===== src/rtl/pmem_write_buffer.sv =====
// Eviction write buffer between the victim cache and physical memory: absorbs
// writebacks in one cycle, drains them in FIFO order when upstream is idle.
module pmem_write_buffer #(
  parameter int ADDR_WIDTH = 32,
  parameter int LINE_WIDTH = 256,
  parameter int DEPTH      = 4
) (
  input  logic                  clk,
  input  logic                  rst,
  input  logic                  mem_read,
  input  logic                  mem_write,
  input  logic [ADDR_WIDTH-1:0] mem_address,
  input  logic [LINE_WIDTH-1:0] mem_wdata,
  output logic [LINE_WIDTH-1:0] mem_rdata,
  output logic                  mem_resp,
  output logic                  pmem_read,
  output logic                  pmem_write,
  output logic [ADDR_WIDTH-1:0] pmem_address,
  output logic [LINE_WIDTH-1:0] pmem_wdata,
  input  logic [LINE_WIDTH-1:0] pmem_rdata,
  input  logic                  pmem_resp
);

  localparam int PW = $clog2(DEPTH);
  localparam logic [PW:0] FULL_CNT = (PW+1)'(DEPTH);
  localparam logic [PW:0] CNT_ONE  = (PW+1)'(1);

  // state   | meaning
  // S_IDLE  | accept upstream request, or start a drain when no request
  // S_RESP  | one-cycle completion pulse to upstream
  // S_PREAD | read miss forwarded to physical memory
  // S_DRAIN | head line being written to physical memory
  localparam logic [1:0] S_IDLE  = 2'd0;
  localparam logic [1:0] S_RESP  = 2'd1;
  localparam logic [1:0] S_PREAD = 2'd2;
  localparam logic [1:0] S_DRAIN = 2'd3;

  logic [1:0]            state_q, state_d;
  logic [DEPTH-1:0]      valid_q;
  logic [ADDR_WIDTH-1:0] addr_q [DEPTH];
  logic [LINE_WIDTH-1:0] data_q [DEPTH];
  logic [PW-1:0]         head_q, tail_q;
  logic [PW:0]           count_q;
  logic [LINE_WIDTH-1:0] rdata_q, rdata_d;

  logic          hit;
  logic [PW-1:0] hit_idx;
  logic          full, empty;
  logic          upd_en, push_en, pop_en;

  // Coalescing keeps at most one valid entry per address.
  always_comb begin
    hit     = 1'b0;
    hit_idx = '0;
    for (int i = 0; i < DEPTH; i++) begin
      if (valid_q[i] && (addr_q[i] == mem_address)) begin
        hit     = 1'b1;
        hit_idx = PW'(i);
      end
    end
  end

  assign full  = (count_q == FULL_CNT);
  assign empty = (count_q == '0);

  always_comb begin
    state_d = state_q;
    rdata_d = rdata_q;
    upd_en  = 1'b0;
    push_en = 1'b0;
    pop_en  = 1'b0;
    case (state_q)
      S_IDLE: begin
        if (mem_read) begin
          if (hit) begin
            rdata_d = data_q[hit_idx];
            state_d = S_RESP;
          end else begin
            state_d = S_PREAD;
          end
        end else if (mem_write) begin
          if (hit) begin
            upd_en  = 1'b1;
            state_d = S_RESP;
          end else if (!full) begin
            push_en = 1'b1;
            state_d = S_RESP;
          end else begin
            state_d = S_DRAIN;
          end
        end else if (!empty) begin
          state_d = S_DRAIN;
        end
      end
      S_RESP: state_d = S_IDLE;
      S_PREAD: begin
        if (pmem_resp) begin
          rdata_d = pmem_rdata;
          state_d = S_RESP;
        end
      end
      S_DRAIN: begin
        if (pmem_resp) begin
          pop_en  = 1'b1;
          state_d = S_IDLE;
        end
      end
      default: state_d = S_IDLE;
    endcase
  end

  always_ff @(posedge clk) begin
    if (rst) begin
      state_q <= S_IDLE;
      valid_q <= '0;
      head_q  <= '0;
      tail_q  <= '0;
      count_q <= '0;
      rdata_q <= '0;
    end else begin
      state_q <= state_d;
      rdata_q <= rdata_d;
      if (push_en) begin
        valid_q[tail_q] <= 1'b1;
        tail_q          <= tail_q + PW'(1);
        count_q         <= count_q + CNT_ONE;
      end else if (pop_en) begin
        valid_q[head_q] <= 1'b0;
        head_q          <= head_q + PW'(1);
        count_q         <= count_q - CNT_ONE;
      end
    end
  end

  // Line storage needs no reset; valid bits gate every use.
  always_ff @(posedge clk) begin
    if (push_en) begin
      addr_q[tail_q] <= mem_address;
      data_q[tail_q] <= mem_wdata;
    end else if (upd_en) begin
      data_q[hit_idx] <= mem_wdata;
    end
  end

  assign mem_rdata  = rdata_q;
  assign mem_resp   = (state_q == S_RESP);
  assign pmem_read  = (state_q == S_PREAD);
  assign pmem_write = (state_q == S_DRAIN);

  always_comb begin
    pmem_address = '0;
    pmem_wdata   = '0;
    if (state_q == S_PREAD) begin
      pmem_address = mem_address;
    end else if (state_q == S_DRAIN) begin
      pmem_address = addr_q[head_q];
      pmem_wdata   = data_q[head_q];
    end
  end

endmodule


===== config.mk =====
export PLATFORM = sky130hd
export DESIGN_NAME = pmem_write_buffer
export DESIGN_NICKNAME = d
export VERILOG_FILES = /design/src/rtl/pmem_write_buffer.sv
export SDC_FILE = /design/constraint.sdc
export NUM_CORES = 2
export LEC_CHECK = 0
export CORE_AREA = 2 2 423 425
export CTS_CLUSTER_SIZE = 25
export DETAILED_ROUTE_END_ITERATION = 6
export DIE_AREA = 0 0 425 427
export PLACE_DENSITY = 0.62
export SLEW_MARGIN = 20
export SYNTH_ARGS = -nofsm -noshare
export SYNTH_HDL_FRONTEND = slang
export SYNTH_SLANG_ARGS = --single-unit
export TNS_END_PERCENT = 1

===== constraint.sdc =====
create_clock -name clk -period 33.4 [get_ports clk]
set_clock_uncertainty 0.05 [all_clocks]
set_input_delay 10.02 -clock clk [delete_from_list [all_inputs] [get_ports clk]]
set_output_delay 10.02 -clock clk [all_outputs]
set_load 0.03 [all_outputs]

==> impl_metrics.toml <==
[route]
vias = 47635
viasPerCell = 5.93
drc = 0
firstDrtPassIters = 6
wirelength_um = 248000
post_drt_wl_per_cell_um = 30.8
ant_nets = 0
drtIter0Drc = 4382

[synthesis]
ys_ff_latch = 1423
netlist_top_cells_area = "edfxtp_1 52%, mux4_2 9.7%, dfxtp_1 8.1%, mux2i_1 4.3%, o311a_1 3.8%"
netlist_area_um2 = 66800
yosysMostFrequentCell = "edfxtp_1"
synth-compound-area-share_pct = 11.8
ys_seq_area_share_pct = 60.0
syn-instance-count = 4607
synth_edf_count = 1152
synth_top_area_cell = "edfxtp_1"
synth-main-ff-cell = "edfxtp_1"
ys_warn_count = 0
muxShareOfSynthArea_pct = 14.1
synth_top_family_by_area = "multiplexers"
synth_cell_types = 53
postSynthAreaPerCell_um2 = 14.5
synth_top_area_share_pct = 51.8
async_flop_share_pct = 0
yosys.area_share.simple_pct = 7.70
synthesis.nets = 5165
synth_commonest_cells = "1152 x edfxtp_1, 315 x clkbuf_1, 298 x nor2_1, 290 x mux2i_1, 288 x mux4_2"
yosys.area_share.adder_pct = 0.180
synth_xor_area_share_pct = 1.65

[grt]
grt_overflow_total = 0
grtUsageTotal_pct = 26.2
grt_pass1_vias = 47060
grt_pass1_wl_um = 347000
grt_max_degree = 176
antenna_found_initial = 71

[clock_tree]
clk_path_buf_depth = 3
ctsResizeCount = 0
path_clk_slew_ns = 0.06
htree_levels = 4
cts_hold_buf = 0
cts_buffers = 158
clock_sinks = 1423
cts_setup_buffers = 0
cts-root-buf = "clkbuf_16"
tritoncts = "built"
clkLatencyLatePin_ns = 0.82

[power_and_ir_drop]
power_density_nw_per_um2 = 52.3
peakVddDrop_uv = 51.1
p_total_mw = 4.43
p_leak_nw = 29.4

[place]
dp_slack_ns = 11.48
place.gp.congestion = 0.913
portBuffers = 1095
place_area_um2 = 79400
place_inst = 7680
hpwlAfterDp_um = 152000

[worst_setup_path]
endpoint_kind = "primary output"
worstPathArrival_ns = 11.84
crit_type = "in2out"
start_kind = "input pin"
cp_data_required_time_ns = 23.33
cp_max_fo = 10

[outcome]
status = "completed"

[sta]
fin_crit_sh_pct = 65.6
finalSetupViolCount = 0
tightest_slew_ns = 1.31
fin_ws_ns = 11.49
fmax_mhz = 45.6
finalHoldViolCount = 0
tns_ns = 0
rsz0062_at_grt = "false"
final_max_slew_viol_count = 0
timing.hold.ws_ns = 0.412
slew_headroom_pct = 12.4
period_minus_slack_ns = 21.91

[die]
initial_core_util_pct = 37.7
die_h_um = 427
die_area_um2 = 181000
ios = 1096
fp.dieW_um = 425
rows = 155
core_region_area_um2 = 177000

[layout]
synthToLayoutAreaGrowth_pct = 26.9
multi_input_area_um2 = 23800
register_area_um2 = 40000
nets = 6044
fillCellCount = 15465
fin_util_pct = 47.8
fin_cells = 8030
drive_above_1_share_pct = 12.5
final_area_um2 = 84700

[min_path]
hold_path.class = "reg2reg"

[job]
drv_cap = 0
[final timing paths]
| check | cells past startpoint | slack, ns | from | endpoint |
|---|---|---|---|---|
| setup reg to reg | 11 | 27.10 | addr_q[3][7] | data_q[2][96] |
| hold / removal | 1 | 0.41 | mem_rdata[148] | mem_rdata[148] |
| hold reg to reg | 1 | 0.41 | mem_rdata[148] | mem_rdata[148] |
| setup / recovery | 4 | 11.49 | mem_address[9] | pmem_address[9] |
[layout by cell type (no fill, tap or decap), types with 158 or more instances in the layout]
master,count
o311a_1,256
nor2_1,298
o22a_1,256
mux2i_1,290
o2bb2ai_1,166
mux4_2,288
dfxtp_1,268
inv_1,265
clkbuf_16,158
nand4_1,284
and2_1,259
clkdlybuf4s50_1,1095
edfxtp_1,1152
[worst max-delay path: stages]
cell and delay [ns]:
clkdlybuf4s50_1 0.85, mux2i_1 0.14, nor2_1 0.12, clkdlybuf4s50_1 0.71
[state kept, by name (all words and copies together) (netlist names), named ones only]
name       flops
valid_q        4
head_q         2
tail_q         2
addr_q       128
mem_rdata    256
state_q        2
count_q        3
data_q      1024
[cell type report]
type,count,share of cell area (%)
clock inverters,75,0.896
repair buffers,1168,13.8
inverters,266,1.18
well taps,2355,3.48
multi-input cells,2469,28.0
clock buffers,221,5.17
flip-flops and latches,1423,47.2
diodes,53,0.157
[cell families (layout without fill, tap and decap cells)]
group / count (synthesis) / count (layout)
DFF: 1423 / 1423
other: 0 / 53
muxes: 579 / 579
adders and majority gates: 9 / 9
and+or+nand+nor: 950 / 950
xor gates and xnor gates: 126 / 126
buffers and inverters: 715 / 1730
AOI/OAI and AO/OA: 805 / 805
[per-layer routing]
layer | GRT usage, % | up-vias | share of wire (%)
met5 | 0 | - | 0.086
met4 | 13.8 | 34 | 5.0
met3 | 6.06 | 442 | 8.5
met2 | 42.0 | 2454 | 48
met1 | 33.1 | 24608 | 39
li1 | - | 20097 | -
[where the power goes]
group,switching (mW),internal [mW]
clock,0.746,0.987
sequential,0.0374,1.98
combinational,0.385,0.298
Power figures use the tool's default switching activity.
